**src/rtl/ds_scan_multi_if.sv**
```systemverilog
// ds_scan_multi_if: byte-layer command/response bus between the scan controller and ds_intf_byte
interface ds_scan_multi_if;
  logic rst_en;
  logic wr_en;
  logic [7:0] wdata;
  logic rd_en;
  logic [7:0] rdata;
  logic rdata_vld;
  logic rdy;
  modport master(output rst_en, wr_en, wdata, rd_en, input rdata, rdata_vld, rdy);
  modport slave(input rst_en, wr_en, wdata, rd_en, output rdata, rdata_vld, rdy);
endinterface

```
**src/rtl/ds_scan_multi.sv**
```systemverilog
// ds_scan_multi: broadcast Convert T, then Match ROM + scratchpad read per channel with alarms; DS_SCAN_CRC_EN adds 9-byte read and CRC-8 check
module ds_scan_multi #(
  parameter int CH_NUM = 4,
  parameter int CH_W = 2,
  parameter logic [64*CH_NUM-1:0] ROM_CODES = '0,
  parameter int CONV_CYC = 37_500_000,
  parameter int PERIOD_CYC = 50_000_000,
  parameter logic signed [15:0] ALARM_HI = 16'sd480
) (
  input logic clk,
  input logic rst,
  input logic start,
  input logic auto_en,
  ds_scan_multi_if.master intf,
  output logic [15:0] temp_out,
  output logic [CH_W-1:0] temp_ch,
  output logic temp_vld,
  output logic [CH_NUM-1:0] alarm,
  input logic [CH_NUM-1:0] alarm_clr,
  output logic crc_err,
  output logic busy
);
  typedef enum logic [3:0] {IDLE, B_RST, B_SKIP, B_CONV, WAIT_CONV, C_RST, C_MATCH, C_ROM, C_RDSP, C_READ, C_DONE} state_t;
  state_t st;
  logic [1:0] ph;
  logic [CH_W-1:0] ch;
  logic [3:0] bcnt;
  logic [31:0] cnt, pcnt;
  logic [7:0] b0, wd;
  logic [15:0] res_t;
  logic is_rst, is_rd, is_step, done, last, res_ok, go;
  logic [CH_NUM-1:0] alarm_set;
`ifdef DS_SCAN_CRC_EN
  localparam int NRD = 9;
  logic [7:0] b1, crc;
  function automatic logic [7:0] crc8(input logic [7:0] c, input logic [7:0] d);
    logic [7:0] r;
    r = c;
    for (int i = 0; i < 8; i++) r = (r >> 1) ^ ((r[0] ^ d[i]) ? 8'h8C : 8'h00);
    return r;
  endfunction
  assign res_t = {b1, b0};
  assign res_ok = crc == intf.rdata;
`else
  localparam int NRD = 2;
  assign res_t = {intf.rdata, b0};
  assign res_ok = 1'b1;
  assign crc_err = 1'b0;
`endif
  // step classification, completion detect, write byte select and alarm set decode
  always_comb begin
    is_rst = st == B_RST || st == C_RST;
    is_rd = st == C_READ;
    is_step = st != IDLE && st != WAIT_CONV && st != C_DONE;
    done = ph == 2'd3 && (is_rd ? intf.rdata_vld : intf.rdy);
    last = done && is_rd && bcnt == 4'(NRD - 1);
    wd = st == B_SKIP ? 8'hCC : st == B_CONV ? 8'h44 : st == C_MATCH ? 8'h55 : st == C_RDSP ? 8'hBE : ROM_CODES[{ch, bcnt[2:0], 3'b000} +: 8];
    alarm_set = (last && res_ok && $signed(res_t) > ALARM_HI) ? CH_NUM'(1) << ch : '0;
    go = start || (auto_en && pcnt == 32'(PERIOD_CYC - 1));
  end
  // scan FSM: issue/ignore/complete handshake per step, result capture, alarms and period counter
  always_ff @(posedge clk) begin
    if (rst) begin
      st <= IDLE;
      ph <= '0;
      ch <= '0;
      bcnt <= '0;
      cnt <= '0;
      pcnt <= '0;
      b0 <= '0;
      intf.rst_en <= 1'b0;
      intf.wr_en <= 1'b0;
      intf.rd_en <= 1'b0;
      intf.wdata <= '0;
      temp_out <= '0;
      temp_ch <= '0;
      temp_vld <= 1'b0;
      alarm <= '0;
      busy <= 1'b0;
`ifdef DS_SCAN_CRC_EN
      b1 <= '0;
      crc <= '0;
      crc_err <= 1'b0;
`endif
    end else begin
      intf.rst_en <= 1'b0;
      intf.wr_en <= 1'b0;
      intf.rd_en <= 1'b0;
      temp_vld <= 1'b0;
`ifdef DS_SCAN_CRC_EN
      crc_err <= 1'b0;
`endif
      alarm <= (alarm & ~alarm_clr) | alarm_set;
      pcnt <= (st == IDLE && go) ? '0 : pcnt == 32'(PERIOD_CYC - 1) ? pcnt : pcnt + 32'd1;
      if (is_step) begin
        if (ph == 2'd0 && intf.rdy) begin
          intf.rst_en <= is_rst;
          intf.wr_en <= !is_rst && !is_rd;
          intf.rd_en <= is_rd;
          if (!is_rst && !is_rd) intf.wdata <= wd;
          ph <= 2'd1;
        end else if (ph == 2'd1 || ph == 2'd2) ph <= ph + 2'd1;
        else if (done) ph <= 2'd0;
      end
      case (st)
        IDLE: if (go) begin st <= B_RST; busy <= 1'b1; end
        B_RST: if (done) st <= B_SKIP;
        B_SKIP: if (done) st <= B_CONV;
        B_CONV: if (done) begin st <= WAIT_CONV; cnt <= '0; end
        WAIT_CONV: if (cnt == 32'(CONV_CYC - 1)) begin st <= C_RST; ch <= '0; end else cnt <= cnt + 32'd1;
        C_RST: if (done) st <= C_MATCH;
        C_MATCH: if (done) begin st <= C_ROM; bcnt <= '0; end
        C_ROM: if (done) begin bcnt <= bcnt + 4'd1; if (bcnt == 4'd7) st <= C_RDSP; end
        C_RDSP: if (done) begin
          st <= C_READ;
          bcnt <= '0;
`ifdef DS_SCAN_CRC_EN
          crc <= '0;
`endif
        end
        C_READ: if (done) begin
          bcnt <= bcnt + 4'd1;
          if (bcnt == 4'd0) b0 <= intf.rdata;
`ifdef DS_SCAN_CRC_EN
          if (bcnt == 4'd1) b1 <= intf.rdata;
          if (bcnt < 4'd8) crc <= crc8(crc, intf.rdata);
          crc_err <= last && !res_ok;
`endif
          if (last) begin
            st <= C_DONE;
            temp_vld <= res_ok;
            if (res_ok) begin temp_out <= res_t; temp_ch <= ch; end
          end
        end
        C_DONE: if (ch == CH_W'(CH_NUM - 1)) begin st <= IDLE; busy <= 1'b0; end else begin ch <= ch + 1'b1; st <= C_RST; end
        default: st <= IDLE;
      endcase
    end
  end
endmodule

```
**src/flat_wrapper.sv**
```systemverilog
// flat-port wrapper written by rule: the top's interface ports become plain ports
module ds_scan_multi_flat 
#(
  parameter int CH_NUM = 4,
  parameter int CH_W = 2,
  parameter logic [64*CH_NUM-1:0] ROM_CODES = '0,
  parameter int CONV_CYC = 37_500_000,
  parameter int PERIOD_CYC = 50_000_000,
  parameter logic signed [15:0] ALARM_HI = 16'sd480
)
  (clk, rst, start, auto_en, temp_out, temp_ch, temp_vld, alarm, alarm_clr, crc_err, busy, intf_rst_en, intf_wr_en, intf_wdata, intf_rd_en, intf_rdata, intf_rdata_vld, intf_rdy);
  ds_scan_multi_if intf_i ();
  input logic clk;
  input logic rst;
  input logic start;
  input logic auto_en;
  output logic [15:0] temp_out;
  output logic [CH_W-1:0] temp_ch;
  output logic temp_vld;
  output logic [CH_NUM-1:0] alarm;
  input logic [CH_NUM-1:0] alarm_clr;
  output logic crc_err;
  output logic busy;
  output wire logic [$bits(intf_i.rst_en)-1:0] intf_rst_en;
  output wire logic [$bits(intf_i.wr_en)-1:0] intf_wr_en;
  output wire logic [$bits(intf_i.wdata)-1:0] intf_wdata;
  output wire logic [$bits(intf_i.rd_en)-1:0] intf_rd_en;
  input wire logic [$bits(intf_i.rdata)-1:0] intf_rdata;
  input wire logic [$bits(intf_i.rdata_vld)-1:0] intf_rdata_vld;
  input wire logic [$bits(intf_i.rdy)-1:0] intf_rdy;
  assign intf_rst_en = intf_i.rst_en;
  assign intf_wr_en = intf_i.wr_en;
  assign intf_wdata = intf_i.wdata;
  assign intf_rd_en = intf_i.rd_en;
  assign intf_i.rdata = intf_rdata;
  assign intf_i.rdata_vld = intf_rdata_vld;
  assign intf_i.rdy = intf_rdy;
  ds_scan_multi #(.CH_NUM(CH_NUM), .CH_W(CH_W), .ROM_CODES(ROM_CODES), .CONV_CYC(CONV_CYC), .PERIOD_CYC(PERIOD_CYC), .ALARM_HI(ALARM_HI)) u_core (.clk(clk), .rst(rst), .start(start), .auto_en(auto_en), .intf(intf_i), .temp_out(temp_out), .temp_ch(temp_ch), .temp_vld(temp_vld), .alarm(alarm), .alarm_clr(alarm_clr), .crc_err(crc_err), .busy(busy));
endmodule
```
**config.mk**
```make
export PLATFORM = sky130hd
export DESIGN_NAME = ds_scan_multi_flat
export DESIGN_NICKNAME = d
export VERILOG_FILES = /design/src/rtl/ds_scan_multi_if.sv /design/src/rtl/ds_scan_multi.sv /design/src/flat_wrapper.sv
export SDC_FILE = /design/constraint.sdc
export NUM_CORES = 1
export LEC_CHECK = 0
export CORE_UTILIZATION = 35
export CTS_CLUSTER_SIZE = 40
export DETAILED_ROUTE_END_ITERATION = 12
export GPL_TIMING_DRIVEN = 0
export PLACE_DENSITY = 0.65
export SLEW_MARGIN = 30
export SYNTH_ARGS = -nofsm -noshare
export SYNTH_HDL_FRONTEND = slang
export SYNTH_SLANG_ARGS = --single-unit
```
**constraint.sdc**
```tcl
create_clock -name clk -period 5.75 [get_ports clk]
set_input_delay 0.8625 -clock clk [delete_from_list [all_inputs] [get_ports clk]]
set_output_delay 0.8625 -clock clk [all_outputs]
set_load 0.02 [all_outputs]
```
Word-level counts from Yosys, hierarchy flattened:

Cells that the tools add are included.

* equal/unequal tests: 37
* reductions and logical operators: 38
* add/subtract/negate cells: 5
* shifts and indexed selects: 2
* order comparisons: 1
* bitwise logic cells: 7
* mux-type cells: 36

Operator list (count)
* 256-bit by 9-bit variable part select with 8-bit output (first input constant): 1
* 32-bit by 1-bit adder with 32-bit output (second input constant): 2
* 32-bit by 26-bit equality test with 1-bit output (second input constant): 2
* 32-bit 2-to-1 mux: 2
* 32-bit case mux with 2 select lines: 1
* 4-bit 2-to-1 mux: 15
* 4-bit case mux with 11 select lines: 1
* 8-bit 2-to-1 mux: 4
* 2-bit by 1-bit != test with 1-bit output (second input constant): 13
* 3-bit AND reduction: 7
* 4-bit by 3-bit equality test with 1-bit output (second input constant): 5
* 16-bit by 10-bit greater-than comparator with 1-bit output (second input constant): 1
* 4-bit equality test (second input constant): 3
* 12-bit AND reduction: 1
* 1-bit logical AND: 10
* 2-bit 2-to-1 mux: 5
* 4-bit by 1-bit equality test with 1-bit output (second input constant): 2
* 4-bit by 2-bit equality test with 1-bit output (second input constant): 2
* 4-bit zero test: 2
* 2-bit != test (second input constant): 4
* 4-bit case mux with 2 select lines: 1
* 2-bit nonzero test: 4
* 2-bit equality test (second input constant): 3
* 2-bit OR reduction: 3
* other kinds (21): 32

* register bits: 119
* output and inout bits: 36
* input bits: 18
* logic and storage cells: 142

Depth between registers and ports, before layout:

Gate-level depths: netlist of run 1.

* word-level depth: 8
* mapped depth: 10
* mapped depth without buffers: 8

Worst setup path after synthesis of run 1:

Ideal clock, no wire load.

* path type: input port to flip-flop
* from: in intf_rdata_vld
* to: reg u_core.st[0]
* data arrival time: 2192 ps
* slack: 3488 ps
* path buffers: 0
* required time: 5680 ps
* library setup time: 70 ps
* cell stages on the path: 6
* cells stage by stage: nor4bb_1 -> a21boi_0 -> a211oi_1 -> o211ai_2 -> a211o_1 -> a21oi_1

* longest elaborated chain between the ends: 6
* elaborated cells on any way between the ends: 14
* classes of those cells: eq/ne: 9; mux: 1; reduce/logical: 4

RTL lines
* start, declared: line flat_wrapper.sv:29 `input wire logic [$bits(intf_i.rdata_vld)-1:0] intf_rdata_vld;`
* 1-bit 2-to-1 mux (*): line ds_scan_multi.sv:55 `done = ph == 2'd3 && (is_rd ? intf.rdata_vld : intf.rdy);`
* 1-bit logical AND (*): line ds_scan_multi.sv:55
* 1-bit logical AND (2 in series): line ds_scan_multi.sv:56 `last = done && is_rd && bcnt == 4'(NRD - 1);`
* 2-bit != test (no source line)
* 12-bit AND reduction (no source line) (*)
* end signal, assigned: line ds_scan_multi.sv:64 `st <= IDLE;`
* end signal, assigned: line ds_scan_multi.sv:106 `IDLE: if (go) begin st <= B_RST; busy <= 1'b1; end`
* end signal, assigned: line ds_scan_multi.sv:107 `B_RST: if (done) st <= B_SKIP;`
* end, declared: line ds_scan_multi.sv:24 `state_t st;`

Mark *: on every way between the ends. The rest lies on a longest branch, timed or not.
A chain may end at the register's enable or synchronous reset.

Worst setup path after layout of run 1:

Ends and elaborated chain as after synthesis.

==> impl_metrics.ini, run 1 <==
[worst_setup_path]
path_cells = clkdlybuf4s50_1 > nor4bb_1 > a21boi_0 > a211oi_1 > o211ai_2 > a211o_1 > a21oi_1
critPathMaxStageDelay_ns = 0.52
crit_type = input port to register
cp.required_ns = 6.10
critPathBufInv = 1
critPathTopFamily = compound AO/OA/AOI/OAI gates
end_kind = register
worstPathArrival_ns = 3.16
cp_slowest_cell = nor4bb_1
setup.worst_path.start_class = input port
crit_path_max_fanout = 6

[floorplan]
initial_core_util_pct = 36.3
ioPinCount = 54
core_mm2 = 0.0161
rows = 46
dieArea_mm2 = 0.0172
die_h_um = 131
die_w_um = 131

[clock_tree]
cts.sinks = 117
path_clk_slew_ns = 0.06
cts_resized = 0
numCtsBuffers = 17
cts_buffer_depth = 2
cts_htree_levels = 4
insertion_delay_ns = 0.43
cts_hold_buf = 0
cts-root-buf = clkbuf_16
cts_setup_buffers = 0
tritoncts = yes

[timing]
clock_skew_ns = 0.00674
hold_violations = 0
worstMarginPinSlew_ns = 0.852
slew_viol_final = 0
maxSlewHeadroom_pct = 42.7
fin_tns_setup_ns = 0
fmax_ghz = 0.357
finalSetupViolCount = 0
rsz0062_at_grt = false
min_period_ns = 2.80
fin_crit_sh_pct = 48.8

[drt]
wl_um = 13700
ant_nets = 0
firstDrtPassIters = 7
drc = 0
wl_per_cell_um = 13.9
vias_per_cell = 5.16
first_iter_violations = 387
vias = 5110

[synth]
yosysWarnings = 0
yosys_register_bits = 117
synth.area.top_cells = dfxtp_1 (40%), nor2_1 (7.6%), xnor2_1 (6.1%), mux2i_1 (4.4%), a21oi_1 (4.2%)
synth_top_area_share_pct = 40.0
synth_area_leader_cell = dfxtp_1
dominantRegCellSynth = dfxtp_1
ys_seq_area_share_pct = 40.0
synth_nets = 720
syn_area_mm2 = 0.00585
synth-edff-count = 0
syn_inst = 690
synth_area_per_cell_um2 = 8.48
synth_cell_type_count = 63
ys_async_sr_fraction_pct = 0

[grt]
overflow = 0
grt_max_degree = 17
grt_antenna_before_repair = 0
grt_pass1_vias = 4791
grt_usage_pct = 16.7
grt_pass1_wl_um = 23400

[place]
dp_cells = 958
portBuffers = 52
gp_congestion = 0.908
dp_hpwl_um = 9690

[layout]
fin_cells = 990
seq_area_mm2 = 0.00234
layout_common_cells = nor2_1 (119), dfxtp_1 (117), clkdlybuf4s50_1 (52), nand2_1 (51), a21oi_1 (49)
syn2layout_area_growth_pct = 23.5
multiInputGateArea_mm2 = 0.00325
n_antenna_cell = 0
fin_nets = 791
layout-drive-gt1-share_pct = 10.1
fillers = 1644
fin_util_pct = 44.8
layout_commonest_cell = nor2_1

[power]
p_sw_share_pct = 30.3
leakage_uw = 0.00258
power_uw = 2310
p_clk_share_pct = 45.0
peakVddDrop_uv = 209
combPwrFrac_pct = 17.2
internal_power_uw = 1610
power_density_mw_per_mm2 = 320
p_seq_share_pct = 37.8
switching_power_uw = 701

[hold_path]
worstHoldPathType = register to register

[flow_run]
cap_violations = 0

[run_status]
status = finished clean
[cell families after synthesis]
group           count (synthesis)  synth area share (%)
xor+xnor                       49                  7.33
flops                         117                  40.0
fa+ha+maj                      13                  2.74
buf+inv                        54                  4.53
other cells                     1                0.0641
simple gates                  321                  28.3
mux                            27                  4.64
compound gates                108                  12.3
[synth_stat cells (3+ instances only)]
master / n
a2111oi_2: 7
a211oi_1: 11
a21oi_1: 49
a31o_2: 3
and2_1: 10
and3_1: 8
and4_1: 10
buf_1: 3
buf_2: 11
buf_4: 7
buf_6: 3
clkbuf_1: 15
dfxtp_1: 117
ha_1: 12
inv_1: 15
mux2i_1: 26
nand2_1: 51
nand2b_1: 6
nand3_1: 19
nand3b_1: 4
nand4_1: 19
nor2_1: 119
nor2b_1: 12
nor3_1: 16
nor3b_1: 4
nor4_1: 11
nor4b_1: 6
o21ai_0: 18
or3_1: 9
or4_1: 3
xnor2_1: 41
xor2_1: 8
[per-stage QoR]
step / area (µm²) / hold WS, ns / worst slack, ns
6_report: 7230 / 0.465 / 2.95
4_1_cts: 7230 / 0.466 / 2.99
5_1_grt: 7230 / 0.475 / 2.75
2_1_floorplan: 5850 / 0.459 / 3.49
3_5_place_dp: 6640 / 0.452 / 2.53
3_3_place_gp: 6640 / 0.456 / 2.52
[final cells by class]
type | instances | area share [%]
clock inverters | 14 | 1.97
well taps | 216 | 3.74
flip-flops and latches | 117 | 32.4
repair buffers | 52 | 7.20
inverters | 15 | 0.779
plain buffers | 39 | 2.89
clock buffers | 18 | 6.08
multi-input cells | 519 | 44.9
[power by group through the flow]
stage / clock network (µW) / logic (µW) / registers (µW)
floorplan: 0 / 264 / 898
global placement: 0 / 396 / 891
detailed placement: 0 / 396 / 891
CTS: 1060 / 396 / 874
global route: 1110 / 443 / 878
finish: 1040 / 399 / 874
[tightest hold or removal path, stage by stage, from the launching register on]
cell,delay (ns)
dfxtp_1,0.31
inv_1,0.05
a211oi_1,0.06
[flip-flops by register name (all words and copies together), names as in the netlist]
| signal | cells |
|---|---|
| u_core.alarm | 4 |
| u_core.b0 | 8 |
| u_core.bcnt | 4 |
| u_core.busy | 1 |
| u_core.ch | 2 |
| u_core.cnt | 32 |
| u_core.intf.rd_en | 1 |
| u_core.intf.rst_en | 1 |
| u_core.intf.wdata | 6 |
| u_core.intf.wr_en | 1 |
| u_core.pcnt | 32 |
| u_core.ph | 2 |
| u_core.st | 4 |
| u_core.temp_ch | 2 |
| u_core.temp_out | 16 |
| u_core.temp_vld | 1 |
[metal layers]
layer	wire length, µm	GRT usage [%]	part of all wire [%]
met2	6330	26.3	46
met3	665	4.05	4.8
met4	235	7.43	1.7
met5	0	0	0
met1	6490	21.7	47
[final timing paths]
kind / startpoint / to / slack [ns] / cells past startpoint
max: intf_rdata_vld / u_core.st[0] / 2.95 / 7
min reg2reg: u_core.intf.wdata[4] / u_core.intf.wdata[4] / 0.47 / 2
min: u_core.intf.wdata[4] / u_core.intf.wdata[4] / 0.47 / 2
max reg2reg: u_core.ph[1] / u_core.st[0] / 3.32 / 7
No activity file was read; power rests on OpenSTA's default activity.
==> run 2: changes to the inputs <==
PLACE_DENSITY = 0.67   (was 0.65)
clock period = 2.46 ns   (was 5.75 ns; I/O delays follow)
==> run 2 against run 1 <==
  * Final area decreased by 0.12%
  * Worst hold slack got worse by 0.0051 ns
  * Critical path depth rose by 3
  * Core utilization down 0.054 points
  * Via count about the same
  * Total power grew 130%
  * Die area is the same
  * Sequential power rose by 130%
  * Clock-buffer cell count decreased by 1
  * Highest routed layer unchanged
==> impl_metrics.ini, run 2 (synthesis results as in run 1) <==
[run_status]
status = finished clean

[timing]
fin_tns_setup_ns = 0
worstMarginPinSlew_ns = 0.758
hold_violations = 0
clock_skew_ns = 0.00941
rsz0062_at_grt = false
maxSlewHeadroom_pct = 49.0
slew_viol_final = 0
fin_crit_sh_pct = 91.3
finalSetupViolCount = 0
fmax_ghz = 0.445
min_period_ns = 2.25

[worst_setup_path]
cp.required_ns = 2.74
critical_path.most_common_cell = buf_4
path_cells = ha_1 > and4_1 > buf_4 > nand4_1 > o21ai_1 > buf_4 > clkbuf_4 > nand2_1 > o21ai_0 > o31ai_1
r2r.worst_path.cells = 10
crit_path_max_fanout = 10
critPathMaxStageDelay_ns = 0.40
crit_type = register to register
r2r_start = u_core.cnt[0]
worstPathArrival_ns = 2.53
setup.worst_path.start_class = register
end_kind = register
cp_slowest_cell = dfxtp_1
rr_endpoint = u_core.st[1]
r2r_slack_ns = 0.21

[place]
gp_congestion = 0.883
dp_hpwl_um = 9530
portBuffers = 52

[clock_tree]
numCtsBuffers = 17
cts_htree_levels = 4
cts-root-buf = clkbuf_16
cts_buffer_depth = 2
tritoncts = yes
insertion_delay_ns = 0.42
cts_hold_buf = 0
cts.sinks = 117
path_clk_slew_ns = 0.06

[power]
leakage_uw = 0.00257
p_sw_share_pct = 29.9
internal_power_uw = 3720
switching_power_uw = 1590
p_seq_share_pct = 38.5
power_uw = 5310
combPwrFrac_pct = 17.7
power_density_mw_per_mm2 = 735
p_clk_share_pct = 43.7
peakVddDrop_uv = 487

[layout]
layout_commonest_cell = nor2_1
seq_area_mm2 = 0.00234
fillers = 1619
layout_common_cells = nor2_1 (119), dfxtp_1 (117), clkdlybuf4s50_1 (52), nand2_1 (51), a21oi_1 (49)
multiInputGateArea_mm2 = 0.00326
fin_util_pct = 44.8
fin_nets = 791
layout-drive-gt1-share_pct = 10.5
reg_top3 = u_core.cnt (32), u_core.pcnt (32), u_core.temp_out (16)
n_antenna_cell = 0
syn2layout_area_growth_pct = 23.3

[grt]
overflow = 0
grt_antenna_before_repair = 0
grt_pass1_wl_um = 22900
grt_usage_pct = 16.3
grt_max_degree = 17
grt_pass1_vias = 4734

[floorplan]
die_w_um = 131
initial_core_util_pct = 36.3
die_h_um = 131
ioPinCount = 54
core_mm2 = 0.0161
dieArea_mm2 = 0.0172
rows = 46

[hold_path]
worstHoldPathType = register to register
hp-start = u_core.intf.wdata[0]
hold_end = u_core.intf.wdata[0]
min_path_cells = 2

[drt]
vias = 5107
wl_um = 13600
vias_per_cell = 5.16
wl_per_cell_um = 13.7
firstDrtPassIters = 7
first_iter_violations = 318
drc = 0
ant_nets = 0

[flow_run]
cap_violations = 0
==> run 2: cell types whose count changed in the layout (fill, tap and decap cells not counted), moves of 2 or more <==
cell      delta
clkbuf_2     +2
clkinv_2     +2
inv_6        -4
clkinv_4     +2
buf_1        -2
==> run 2: what timing repair did <==
item                       CTS  global route
setup endpoints to repair    0            10
setup buffers                0             0
resized for setup            0             5
==> run 2: cell type report <==
type | instances | share of cell area (%)
multi-input combinational | 519 | 45.1
sequential | 117 | 32.5
timing repair buffer | 52 | 7.21
clock buffer | 17 | 5.89
tap | 216 | 3.74
buffer | 39 | 2.96
clock inverter | 14 | 1.82
inverter | 15 | 0.780
==> run 2: worst max path at each step <==
stage / slack, ns / from / cells past startpoint / to
after floorplan: 0.50 / u_core.cnt[0] / 9 / u_core.cnt[16]
after global placement: -0.27 / intf_rdata_vld / 7 / u_core.st[0]
after detailed placement: -0.26 / intf_rdata_vld / 7 / u_core.st[0]
after CTS: 0.04 / u_core.ph[1] / 7 / u_core.st[0]
after global routing: 0.02 / u_core.cnt[0] / 10 / u_core.st[1]
final: 0.21 / u_core.cnt[0] / 10 / u_core.st[1]
==> run 2: stage by stage <==
step / std cells / hold WS, ns / setup slack (ns) / area (µm²)
after floorplan: 690 / 0.459 / 0.500 / 5850
after global placement: 958 / 0.445 / -0.267 / 6640
after detailed placement: 958 / 0.449 / -0.263 / 6640
after CTS: 989 / 0.461 / 0.0363 / 7200
after global routing: 989 / 0.500 / 0.0179 / 7220
final: 989 / 0.460 / 0.215 / 7220
==> run 2: power groups by stage <==
stage	Clock, µW	Combinational (µW)	Sequential (µW)
floorplan	0	616	2100
global placement	0	919	2080
detailed placement	0	923	2080
CTS	2370	927	2040
global route	2470	1040	2060
finish	2320	942	2050
==> run 2: worst max-delay path, delay by kind of cell (launching register included) <==
family / cells / cell delay [ns]
adder cells (fa/ha/maj): 1 / 0.21
buffers and inverters: 3 / 0.61
AO/OA/AOI/OAI: 3 / 0.47
flip-flops: 1 / 0.40
AND/OR/NAND/NOR: 3 / 0.42
==> run 2: metal layers <==
metal	vias to the layer above	global-route usage, %	wire (µm)
met1	2368	21.0	6400
li1	2568	-	-
met4	0	7.49	338
met3	28	3.55	734
met2	143	25.9	6090
met5	-	0	0
==> run 3: changes to the inputs <==
CORE_UTILIZATION = 52   (was 35)
CTS_CLUSTER_SIZE = 25   (was 40)
PLACE_DENSITY = 0.88   (was 0.67)
==> run 3 against run 2 <==
  * Sequential power about the same
  * Fmax decreased by 2.0%
  * Clock power about the same
  * Critical path depth decreased by 1
  * Global-route usage increased by 11 points
  * Final area decreased by 1.5%
  * Highest routed layer unchanged
  * Setup slack got worse by 0.046 ns
  * Via count increased by 5.3%
==> impl_metrics.ini, run 3 (synthesis results as in run 1) <==
[run_status]
status = finished clean

[grt]
grt_usage_pct = 26.9
grt_max_degree = 17
overflow = 0
grt_antenna_before_repair = 0
grt_pass1_vias = 5135
grt_pass1_wl_um = 24500

[place]
portBuffers = 52
dp_worst_setup_slack_ns = -0.235
dp_cells = 882
gp_congestion = 0.913
dp_hpwl_um = 10100

[floorplan]
rows = 38
die_h_um = 108
ioPinCount = 54
initial_core_util_pct = 53.8
dieArea_mm2 = 0.0117
core_mm2 = 0.0109
die_w_um = 108

[worst_setup_path]
r2r.worst_path.cells = 9
r2r_start = u_core.cnt[0]
setup.worst_path.start_class = register
crit_type = register to register
crit_start = u_core.cnt[0]
cp.required_ns = 2.91
worstPathArrival_ns = 2.74
crit_path_max_fanout = 10
end_kind = register

[layout]
multiInputGateArea_mm2 = 0.00326
layout-drive-gt1-share_pct = 10.3
layout_common_cells = nor2_1 (119), dfxtp_1 (117), clkdlybuf4s50_1 (52), nand2_1 (51), a21oi_1 (49)
layout_commonest_cell = nor2_1
fillers = 801
reg_top3 = u_core.cnt (32), u_core.pcnt (32), u_core.temp_out (16)
fin_nets = 791
syn2layout_area_growth_pct = 21.5
n_antenna_cell = 0
seq_area_mm2 = 0.00234
fin_cells = 914

[drt]
first_iter_violations = 363
wl_um = 14700
drc = 0
vias = 5377
vias_per_cell = 5.88
firstDrtPassIters = 6
wl_per_cell_um = 16.0
ant_nets = 0

[flow_run]
cap_violations = 0

[timing]
fmax_ghz = 0.436
fin_crit_sh_pct = 93.1
min_period_ns = 2.29
finalSetupViolCount = 0
rsz0062_at_grt = false
fin_ws_ns = 0.169
maxSlewHeadroom_pct = 56.6
slew_viol_final = 0
worstMarginPinSlew_ns = 0.646
clock_skew_ns = 0.00851
hold_violations = 0

[power]
peakVddDrop_uv = 506
leakage_uw = 0.00257
power_density_mw_per_mm2 = 748

[clock_tree]
cts.sinks = 117
insertion_delay_ns = 0.53
tritoncts = yes
cts-root-buf = clkbuf_8
numCtsBuffers = 17
path_clk_slew_ns = 0.06
cts_buffer_depth = 2
cts_htree_levels = 4

[hold_path]
worstHoldPathType = register to register
min_path_cells = 2
hp-start = u_core.intf.wdata[0]
-- run 3: cell types whose count changed in the layout (fill, tap and decap cells not counted), sizes merged --
cell      previous run  this run
clkbuf              35        33
clkinvlp             4         3
bufinv               1         0
buf                 21        23
clkinv               7         2
inv                 17        25
-- run 3: power by group --
group          total, µW  leakage (µW)  switching (µW)  internal (µW)
registers           2050      0.000944            81.5           1970
clock network       2290      0.000263            1010           1280
logic                980       0.00136             613            367
total               5320       0.00257            1700           3620
-- run 3: metrics by stage --
step / hold WS [ns] / TNS, ns / power, µW / util, % / cell area, µm²
floorplan: 0.459 / 0 / 2710 / - / 5850
global placement: 0.450 / -0.290 / 2990 / 60.1 / 6550
detailed placement: 0.451 / -0.936 / 3020 / 60.1 / 6550
CTS: 0.463 / 0 / 5310 / 65.2 / 7100
global route: 0.481 / 0 / 5520 / 65.3 / 7110
finish: 0.461 / 0 / 5320 / 65.3 / 7110
-- run 3: what timing repair did --
item	CTS	global route
hold buffers	0	0
gates resized for setup	1	2
pin swaps	0	0
buffers inserted	0	0
setup endpoints to repair	1	2
-- run 3: path summary, 6_finish.rpt --
| check | slack [ns] | to |
|---|---|---|
| max | 0.17 | u_core.st[0] |
| min | 0.46 | u_core.intf.wdata[0] |
| max reg2reg | 0.17 | u_core.st[0] |
| min reg2reg | 0.46 | u_core.intf.wdata[0] |
-- run 3: final cells by class --
type	count	share of cell area, %
Tap cell	140	2.46
Inverter	15	0.792
Timing Repair Buffer	52	7.32
Sequential cell	117	32.9
Clock buffer	17	5.82
Multi-Input combinational cell	519	45.8
Clock inverter	15	1.90
Buffer	39	2.97
-- run 3: critical path, cell delays in order, from the launching register on --
cell and delay (ns):
dfxtp_1 0.39, ha_1 0.20, and4_1 0.19, buf_4 0.17
nand4_1 0.15, o21ai_1 0.23, buf_4 0.22, o211ai_2 0.20
a211o_1 0.33, a21oi_1 0.13
-- run 3: routing by layer --
| metal | wire [µm] | track usage (%) | vias to the layer above | share of wire, % |
|---|---|---|---|---|
| met5 | 0 | 0 | - | 0 |
| met3 | 1010 | 7.72 | 36 | 6.9 |
| met2 | 7330 | 45.8 | 231 | 50 |
| li1 | - | - | 2570 | - |
| met1 | 6030 | 31.5 | 2540 | 41 |
| met4 | 291 | 11.4 | 0 | 2.0 |
